[config.mk]
export PLATFORM = sky130hd
export DESIGN_NAME = data_mem_io
export DESIGN_NICKNAME = d
export VERILOG_FILES = /design/src/rtl/data_mem_io.sv
export SDC_FILE = /design/constraint.sdc
export NUM_CORES = 2
export LEC_CHECK = 0
export ABC_AREA = 0
export CORE_UTILIZATION = 48
export DETAILED_ROUTE_END_ITERATION = 10
export PLACE_DENSITY_LB_ADDON = 0.3
export SYNTH_ARGS = -nofsm -noshare
export SYNTH_HDL_FRONTEND = slang
export SYNTH_SLANG_ARGS = --single-unit
[constraint.sdc]
create_clock -name clk -period 4.45 [get_ports clk]
set_clock_uncertainty 0.05 [all_clocks]
set_input_delay 0.445 -clock clk [delete_from_list [all_inputs] [get_ports clk]]
set_output_delay 0.445 -clock clk [all_outputs]
set_load 0.005 [all_outputs]
[src/rtl/data_mem_io.sv]
// Processor data-memory port: 240-byte RAM plus memory-mapped TX FIFO, RX holding
// register and free-running cycle counter with snapshot.
module data_mem_io #(
    parameter int unsigned TX_DEPTH = 4
) (
    input  logic       clk,
    input  logic       reset,
    input  logic       memWE,
    input  logic [7:0] addr,
    input  logic [7:0] writedata,
    output logic [7:0] databus,
    output logic [7:0] tx_data,
    output logic       tx_valid,
    input  logic       tx_ready,
    input  logic [7:0] rx_data,
    input  logic       rx_valid,
    output logic       rx_ready
);

    localparam int unsigned RAM_WORDS = 240;
    localparam int unsigned PTR_W     = (TX_DEPTH > 1) ? $clog2(TX_DEPTH) : 1;
    localparam int unsigned CNT_W     = $clog2(TX_DEPTH + 1);
    localparam int unsigned TICK_W    = 16;

    localparam logic [7:0] IO_BASE    = 8'hF0;
    localparam logic [7:0] ADDR_TXDAT = 8'hF0;
    localparam logic [7:0] ADDR_STAT  = 8'hF1;
    localparam logic [7:0] ADDR_RXDAT = 8'hF2;
    localparam logic [7:0] ADDR_CNTLO = 8'hF3;
    localparam logic [7:0] ADDR_CNTHI = 8'hF4;

    logic [7:0]        ram  [RAM_WORDS];
    logic [7:0]        fifo [TX_DEPTH];
    logic [PTR_W-1:0]  head;
    logic [PTR_W-1:0]  tail;
    logic [CNT_W-1:0]  count;
    logic              tx_ovf;
    logic              rx_full;
    logic [7:0]        rx_hold;
    logic [TICK_W-1:0] cycle_cnt;
    logic [TICK_W-1:0] snapshot;

    logic       is_ram;
    logic       ram_we;
    logic       tx_full;
    logic       tx_empty;
    logic       pop;
    logic       push_req;
    logic       push;
    logic       ovf_set;
    logic       ovf_clr;
    logic       rx_capture;
    logic       rx_ack;
    logic       snap_we;
    logic [7:0] status;

    // Address decode and FIFO/RX handshake qualifiers
    always_comb begin
        is_ram     = (addr < IO_BASE);
        ram_we     = memWE && is_ram && !reset;
        tx_full    = (count == CNT_W'(TX_DEPTH));
        tx_empty   = (count == CNT_W'(0));
        pop        = tx_valid && tx_ready;
        push_req   = memWE && (addr == ADDR_TXDAT);
        push       = push_req && (!tx_full || pop);
        ovf_set    = push_req && tx_full && !pop;
        ovf_clr    = memWE && (addr == ADDR_STAT) && writedata[3];
        rx_capture = rx_valid && rx_ready;
        rx_ack     = memWE && (addr == ADDR_RXDAT) && rx_full;
        snap_we    = memWE && (addr == ADDR_CNTLO);
        status     = {4'b0000, tx_ovf, rx_full, tx_empty, tx_full};
    end

    assign tx_valid = !tx_empty;
    assign tx_data  = fifo[head];
    assign rx_ready = !rx_full;

    // Storage arrays are never reset; only their write enables honour reset
    always_ff @(posedge clk) begin
        if (ram_we) begin
            ram[addr] <= writedata;
        end
    end

    always_ff @(posedge clk) begin
        if (!reset && push) begin
            fifo[tail] <= writedata;
        end
    end

    // TX FIFO pointers, occupancy and sticky overflow
    always_ff @(posedge clk) begin
        if (reset) begin
            head   <= '0;
            tail   <= '0;
            count  <= '0;
            tx_ovf <= 1'b0;
        end else begin
            if (pop) begin
                head <= head + PTR_W'(1);
            end
            if (push) begin
                tail <= tail + PTR_W'(1);
            end
            if (push && !pop) begin
                count <= count + CNT_W'(1);
            end else if (pop && !push) begin
                count <= count - CNT_W'(1);
            end
            if (ovf_set) begin
                tx_ovf <= 1'b1;
            end else if (ovf_clr) begin
                tx_ovf <= 1'b0;
            end
        end
    end

    // RX holding register; an ack only exists while full, so it never races a capture
    always_ff @(posedge clk) begin
        if (reset) begin
            rx_full <= 1'b0;
            rx_hold <= 8'h00;
        end else if (rx_capture) begin
            rx_full <= 1'b1;
            rx_hold <= rx_data;
        end else if (rx_ack) begin
            rx_full <= 1'b0;
        end
    end

    // Free-running counter; the snapshot takes the pre-increment value
    always_ff @(posedge clk) begin
        if (reset) begin
            cycle_cnt <= '0;
            snapshot  <= '0;
        end else begin
            cycle_cnt <= cycle_cnt + TICK_W'(1);
            if (snap_we) begin
                snapshot <= cycle_cnt;
            end
        end
    end

    always_comb begin
        databus = 8'h00;
        if (is_ram) begin
            databus = ram[addr];
        end else begin
            case (addr)
                ADDR_STAT:  databus = status;
                ADDR_RXDAT: databus = rx_hold;
                ADDR_CNTLO: databus = snapshot[7:0];
                ADDR_CNTHI: databus = snapshot[15:8];
                default:    databus = 8'h00;
            endcase
        end
    end

endmodule

Yosys cells after proc, flatten, opt, wreduce, memory -nomap -nowiden
Memory sizes are Yosys's and may differ from the RTL's. A register that Yosys moved wholly into a read port is not among the register bits. Cells that the tools add are included.

Register bits: 49. RAM bits: 1952. Input port bits: 29. Output and inout port bits: 18. Word-level logic and storage cells: 63. Memories kept: 2.

Add/sub/neg operators: 5. $lt $le $gt $ge: 1. Equal/unequal tests: 6. Multiplexer cells: 14. Reduce and logical (&&, ||, !) cells: 27.

Memory list: ram (depth 240, bits a word 8, read ports 1, clocked after memory_dff 0, write ports 1, RTL line 32) `logic [7:0] ram [RAM_WORDS];`; fifo (depth 4, bits a word 8, read ports 1, clocked after memory_dff 1, write ports 1, RTL line 33) `logic [7:0] fifo [TX_DEPTH];`.

Operators by type and width (count): $eq A8 B8 Y1 const B (5); $pmux W8 S4 (1); $add A16 B1 Y16 const B (1); $logic_and A1 B1 Y1 (16); $lt A8 B8 Y1 const B (1); $mux W1 (8); $mux W8 (1); $logic_not A1 Y1 (6); $mux W3 (2); $reduce_bool A2 Y1 (3); $add A2 B1 Y2 const B (2); $mux W2 (2); $add A3 B1 Y3 const B (1); $eq A3 B3 Y1 const B (1); $logic_not A3 Y1 (1); $sub A3 B1 Y3 const B (1); $logic_or A1 B1 Y1 (1).

Logic depth before layout (Yosys ltp)
Depth after elaboration: 9. Gate-level depth with buffers: 14. Gate-level depth less buffers: 10.

Worst setup path before layout
OpenSTA, ideal clock, no wires.

Path kind: input to register. From: in addr[7]. To: mem ram[183][0], enable pin. Library setup time: 395 ps. Arrival: 2730 ps. Data required time: 4005 ps. Slack: 1275 ps. Cell stages on the path: 7. Buffers on the path: 4. Cell sequence: clkbuf_1 -> buf_2 -> clkbuf_1 -> clkbuf_1 -> nor2b_1 -> nand2_1 -> nor4_1.

Word-level cells in the longest chain between the ends: 5.

RTL lines: from (decl) (RTL line 9) `input logic [7:0] addr,`; $lt A8 B8 Y1 (RTL line 59) `is_ram = (addr < IO_BASE);`; $logic_and A1 B1 Y1 (2 in series) (RTL line 60) `ram_we = memWE && is_ram && !reset;`; $mux W1 (RTL line 80) `if (ram_we) begin`; $mux W1 (implied by the code) (RTL line 81) `ram[addr] <= writedata;`; to (decl) (RTL line 32).

Parallel ways exist; a longest one is shown, timed or not.

Final worst setup path
From: in addr[7]. To: out databus[3].

Word-level cells in the longest chain between the ends: 3. Elaborated cells on any way between the ends: 8. Classes of those cells: 1 x order compare; 4 x eq/ne; 2 x mux; 1 x memory.

RTL lines: parallel branches: the longest is 2 deep, another holds $mem_v2 Z240 W8; $mux W8 (*) (RTL line 146) `if (is_ram) begin`; to (decl) (RTL line 11) `output logic [7:0] databus,`.

Mark *: on every way between the ends.

==> impl_metrics.ini <==
[synth]
synth.ff_latch_count = 2003
synth_top_area_share_pct = 74.58
synth.mux.area_fraction_pct = 14.84
post_synth_xor_area_fraction_pct = 0.2006
avgSynthCellArea_um2 = 19.73
synth.area.top_cells = sky130_fd_sc_hd__edfxtp_1 (75%), sky130_fd_sc_hd__mux4_2 (11%), sky130_fd_sc_hd__mux2i_1 (3.6%), sky130_fd_sc_hd__nor2_1 (1.5%), sky130_fd_sc_hd__dfxtp_1 (1.3%)
post-synth-top-area-cell = sky130_fd_sc_hd__edfxtp_1
synth_top_family_by_area = multiplexers
synthArstFlopShare_pct = 0
synth_warnings = 0
synthSimpleGateAreaFrac_pct = 3.810
synthesis.nets = 4020
post_synth_adder_cell_area_pct = 0.1210
post_synth_top_flop = sky130_fd_sc_hd__edfxtp_1
sequential_area_share_after_synthesis_pct = 75.88
synth.distinct_cells = 79
compound_gate_fraction_of_synth_area_pct = 3.246
synthCells = 3984
edff_count_synth = 1952
syn-cell-area_mm2 = 0.07859

[global_route]
global_route.overflow_total = 0
antenna_found_initial = 4
maximum_number_of_pins_on_one_net_before_global_route_repair = 133
globalRouteTotalUtil_pct = 25.43
grt_first_pass_wirelength_um = 298200
grt_pass1_vias = 41384

[die]
placement_rows = 148
top_level_ports = 47
die_h_um = 406.6
initial_core_util_pct = 48.34
core-area_mm2 = 0.1626
dieArea_mm2 = 0.1654
die_w_um = 406.6

[clock_tree]
cts_hold_buffers = 0
tritoncts.num_buffers = 190
clkSlewWorstSetupHoldPaths_ns = 0.06
cts_tree = built
clkLatencyLatePin_ns = 0.85
ctsLongestPathBuffers = 3
cts_root_buf = sky130_fd_sc_hd__clkbuf_16
cts_max_level = 4
cts_sinks = 2003

[cells_and_area]
instances_no_fill = 6789
post_route_cells_drive_above_1_share_pct = 25.93
num-fill-cells = 12190
layout_common_cells = sky130_fd_sc_hd__edfxtp_1 (1952), sky130_fd_sc_hd__buf_4 (412), sky130_fd_sc_hd__mux4_2 (380)
layout_commonest_cell = sky130_fd_sc_hd__edfxtp_1
postLayoutCoreUtil_pct = 55.97
finalNetCount = 4489
flow.area_growth_from_synthesis_pct = 15.79

[setup_path]
timing.critical_path.depth = 11
max_stage_delay_ns = 0.78
critical-path-slowest-cell = sky130_fd_sc_hd__nor2b_1
reg2reg_depth = 10
cp_data_required_time_ns = 3.95
crit_buf_inv = 4
list_of_cells_traversed_by_the_critical_path = buf_2, nor2b_1, and2_1, buf_12, o211ai_1, o211ai_1, nand4b_1, a2111oi_2, a221oi_4, buf_4, clkdlybuf4s50_1
setup.worst_path.start_class = input pin
worstSetupEndpointType = primary output
cp_max_fo = 4
critical-path-top-delay-family = simple AND/OR/NAND/NOR gates
critPathArrivalTime_ns = 3.97
critPathMostFrequentCell = sky130_fd_sc_hd__o211ai_1
criticalPathCategory = input pin to primary output

[placed_design]
place_ws_ns = -0.6031
numPortBuffers = 46
gpl.final_weighted_congestion = 0.9451
detailedPlacementHpwl_um = 134700
placed_cells = 6431

[timing]
timing_worst_slew_pin_value_ns = 1.147
min_period_ns = 4.469
grt_setup_unrepaired = false
fin_crit_sh_pct = 100.4
slew_headroom_pct = 23.54
hold_viol_final = 0
slew_viol_final = 0
final_critical_path_setup_slack_ns = -0.01875
max_clock_freq_mhz = 223.8
tns_ns = -0.01875
setup_viol = 1

[routing]
drt_pass1_iterations = 6
drt_iter0_markers = 5771
wl_per_cell_um = 30.91
drc = 0
wl_um = 209800
num_vias = 41822
routed_via_density = 6.160
final_antenna_net_count = 0

[run_status]
outcome = finished with violations
failed_checks = setup timing

[worst_hold_path]
hold_path_depth = 3
worst_hold_path_type = input pin to flip-flop

[power_and_ir_drop]
power.density_cell_area_mw_per_mm2 = 430.0
vdd_drop_max_mv = 0.3489
finalPower_mw = 39.13
power.leakage_nw = 29.56

[flow_run]
cap_violations = 0
[worst paths after layout]
path                                           startpoint                   endpoint  slack, ns
worst max-delay path                              addr[7]                 databus[3]      -0.02
worst min-delay path                                reset    cycle_cnt[6]$_SDFF_PP0_       0.10
worst max register to register      count[0]$_SDFFE_PP0P_      count[2]$_SDFFE_PP0P_       2.06
worst min register to register  snapshot[13]$_SDFFE_PP0P_  snapshot[13]$_SDFFE_PP0P_       0.42
[layer usage]
layer,wire length [µm],vias up,GRT usage (%)
met1,83300,21903,36.29
met4,7433,2,8.620
met2,97980,2263,39.26
li1,-,17273,-
met5,8,-,0
met3,21110,381,5.207
[cell usage after synthesis (4+ instances only)]
cell / number
sky130_fd_sc_hd__mux2_2: 14
sky130_fd_sc_hd__buf_2: 53
sky130_fd_sc_hd__a211oi_1: 10
sky130_fd_sc_hd__o2111ai_1: 6
sky130_fd_sc_hd__mux4_1: 6
sky130_fd_sc_hd__a221oi_1: 21
sky130_fd_sc_hd__or3_1: 6
sky130_fd_sc_hd__nand3_1: 70
sky130_fd_sc_hd__ha_1: 6
sky130_fd_sc_hd__o211ai_1: 13
sky130_fd_sc_hd__xor2_1: 14
sky130_fd_sc_hd__clkbuf_1: 93
sky130_fd_sc_hd__mux4_2: 379
sky130_fd_sc_hd__nand2b_1: 8
sky130_fd_sc_hd__nor4_1: 11
sky130_fd_sc_hd__a22oi_1: 115
sky130_fd_sc_hd__o22ai_1: 30
sky130_fd_sc_hd__nand4b_1: 5
sky130_fd_sc_hd__a22o_1: 15
sky130_fd_sc_hd__dfxtp_1: 51
sky130_fd_sc_hd__o21ai_0: 19
sky130_fd_sc_hd__a32oi_1: 4
sky130_fd_sc_hd__inv_1: 7
sky130_fd_sc_hd__or2_2: 4
sky130_fd_sc_hd__nand3b_1: 4
sky130_fd_sc_hd__buf_1: 14
sky130_fd_sc_hd__a222oi_1: 4
sky130_fd_sc_hd__buf_4: 31
sky130_fd_sc_hd__xnor2_1: 4
sky130_fd_sc_hd__nand2_1: 152
sky130_fd_sc_hd__a311oi_1: 4
sky130_fd_sc_hd__and3_1: 11
sky130_fd_sc_hd__and2_1: 10
sky130_fd_sc_hd__nor3_1: 21
sky130_fd_sc_hd__nor2_1: 311
sky130_fd_sc_hd__edfxtp_1: 1952
sky130_fd_sc_hd__buf_6: 44
sky130_fd_sc_hd__nand4_1: 20
sky130_fd_sc_hd__nor2b_1: 15
sky130_fd_sc_hd__a21oi_1: 76
sky130_fd_sc_hd__mux2i_1: 281
[cell families (layout without fill, tap and decap cells)]
kind of cell / Yosys count / after routing
simple gates: 670 / 670
fa+ha+maj: 7 / 7
other cells: 0 / 2
compound gates: 358 / 358
flops: 2003 / 2003
buf+inv: 248 / 876
mux: 680 / 680
xor+xnor: 18 / 18
[sequential cells by signal (all words and copies together), names as in the netlist, named ones only]
signal and cells:
ram 1920, fifo 32, snapshot 16, tail 2, cycle_cnt 16, tx_ovf 1, rx_hold 8, count 3
rx_full 1, head 2
[per-stage QoR]
stage          hold slack (ns)  instance area, µm²
3_3_place_gp            0.4005               84500
6_report                0.1044               91000
3_5_place_dp            0.4056               84500
4_1_cts                0.05675               90790
2_1_floorplan           0.3799               78590
5_1_grt                 0.1141               91000
[power by group]
group | switching (mW) | total, mW | internal, mW | leakage [nW]
sequential | 0.0371 | 20.8 | 20.7 | 18.0
combinational | 1.43 | 2.33 | 0.898 | 8.61
clock | 7.06 | 16.0 | 8.98 | 2.99
total | 8.53 | 39.1 | 30.6 | 29.6
[repair_timing]
action	in CTS	in global routing
setup endpoints to repair	4	5
cloned	0	2
hold endpoints to repair	0	0
pin swaps	5	11
gates resized for setup	24	35
buffers inserted	0	3
[final cells by class]
cell class              count  area (µm²)  share of cell area (%)
diodes                      2       5.005                0.005500
clock buffers             228        4928                   5.416
clock inverters           123        1234                   1.356
inverters                   9       36.28                 0.03987
multi-input cells        1733       17720                   19.47
flip-flops and latches   2003       59640                   65.53
well taps                2175        2721                   2.990
repair buffers            516        4723                   5.190
[worst register-to-register path, delay by kind of cell (launching register included)]
family / cells / cell delay (ns)
AOI/OAI and AO/OA: 1 / 0.14
xor gates and xnor gates: 1 / 0.18
adders and majority gates: 2 / 0.63
buffers and inverters: 1 / 0.07
DFF: 1 / 0.41
and+or+nand+nor: 5 / 0.87
Note: power is estimated with default switching activity, not from simulation.
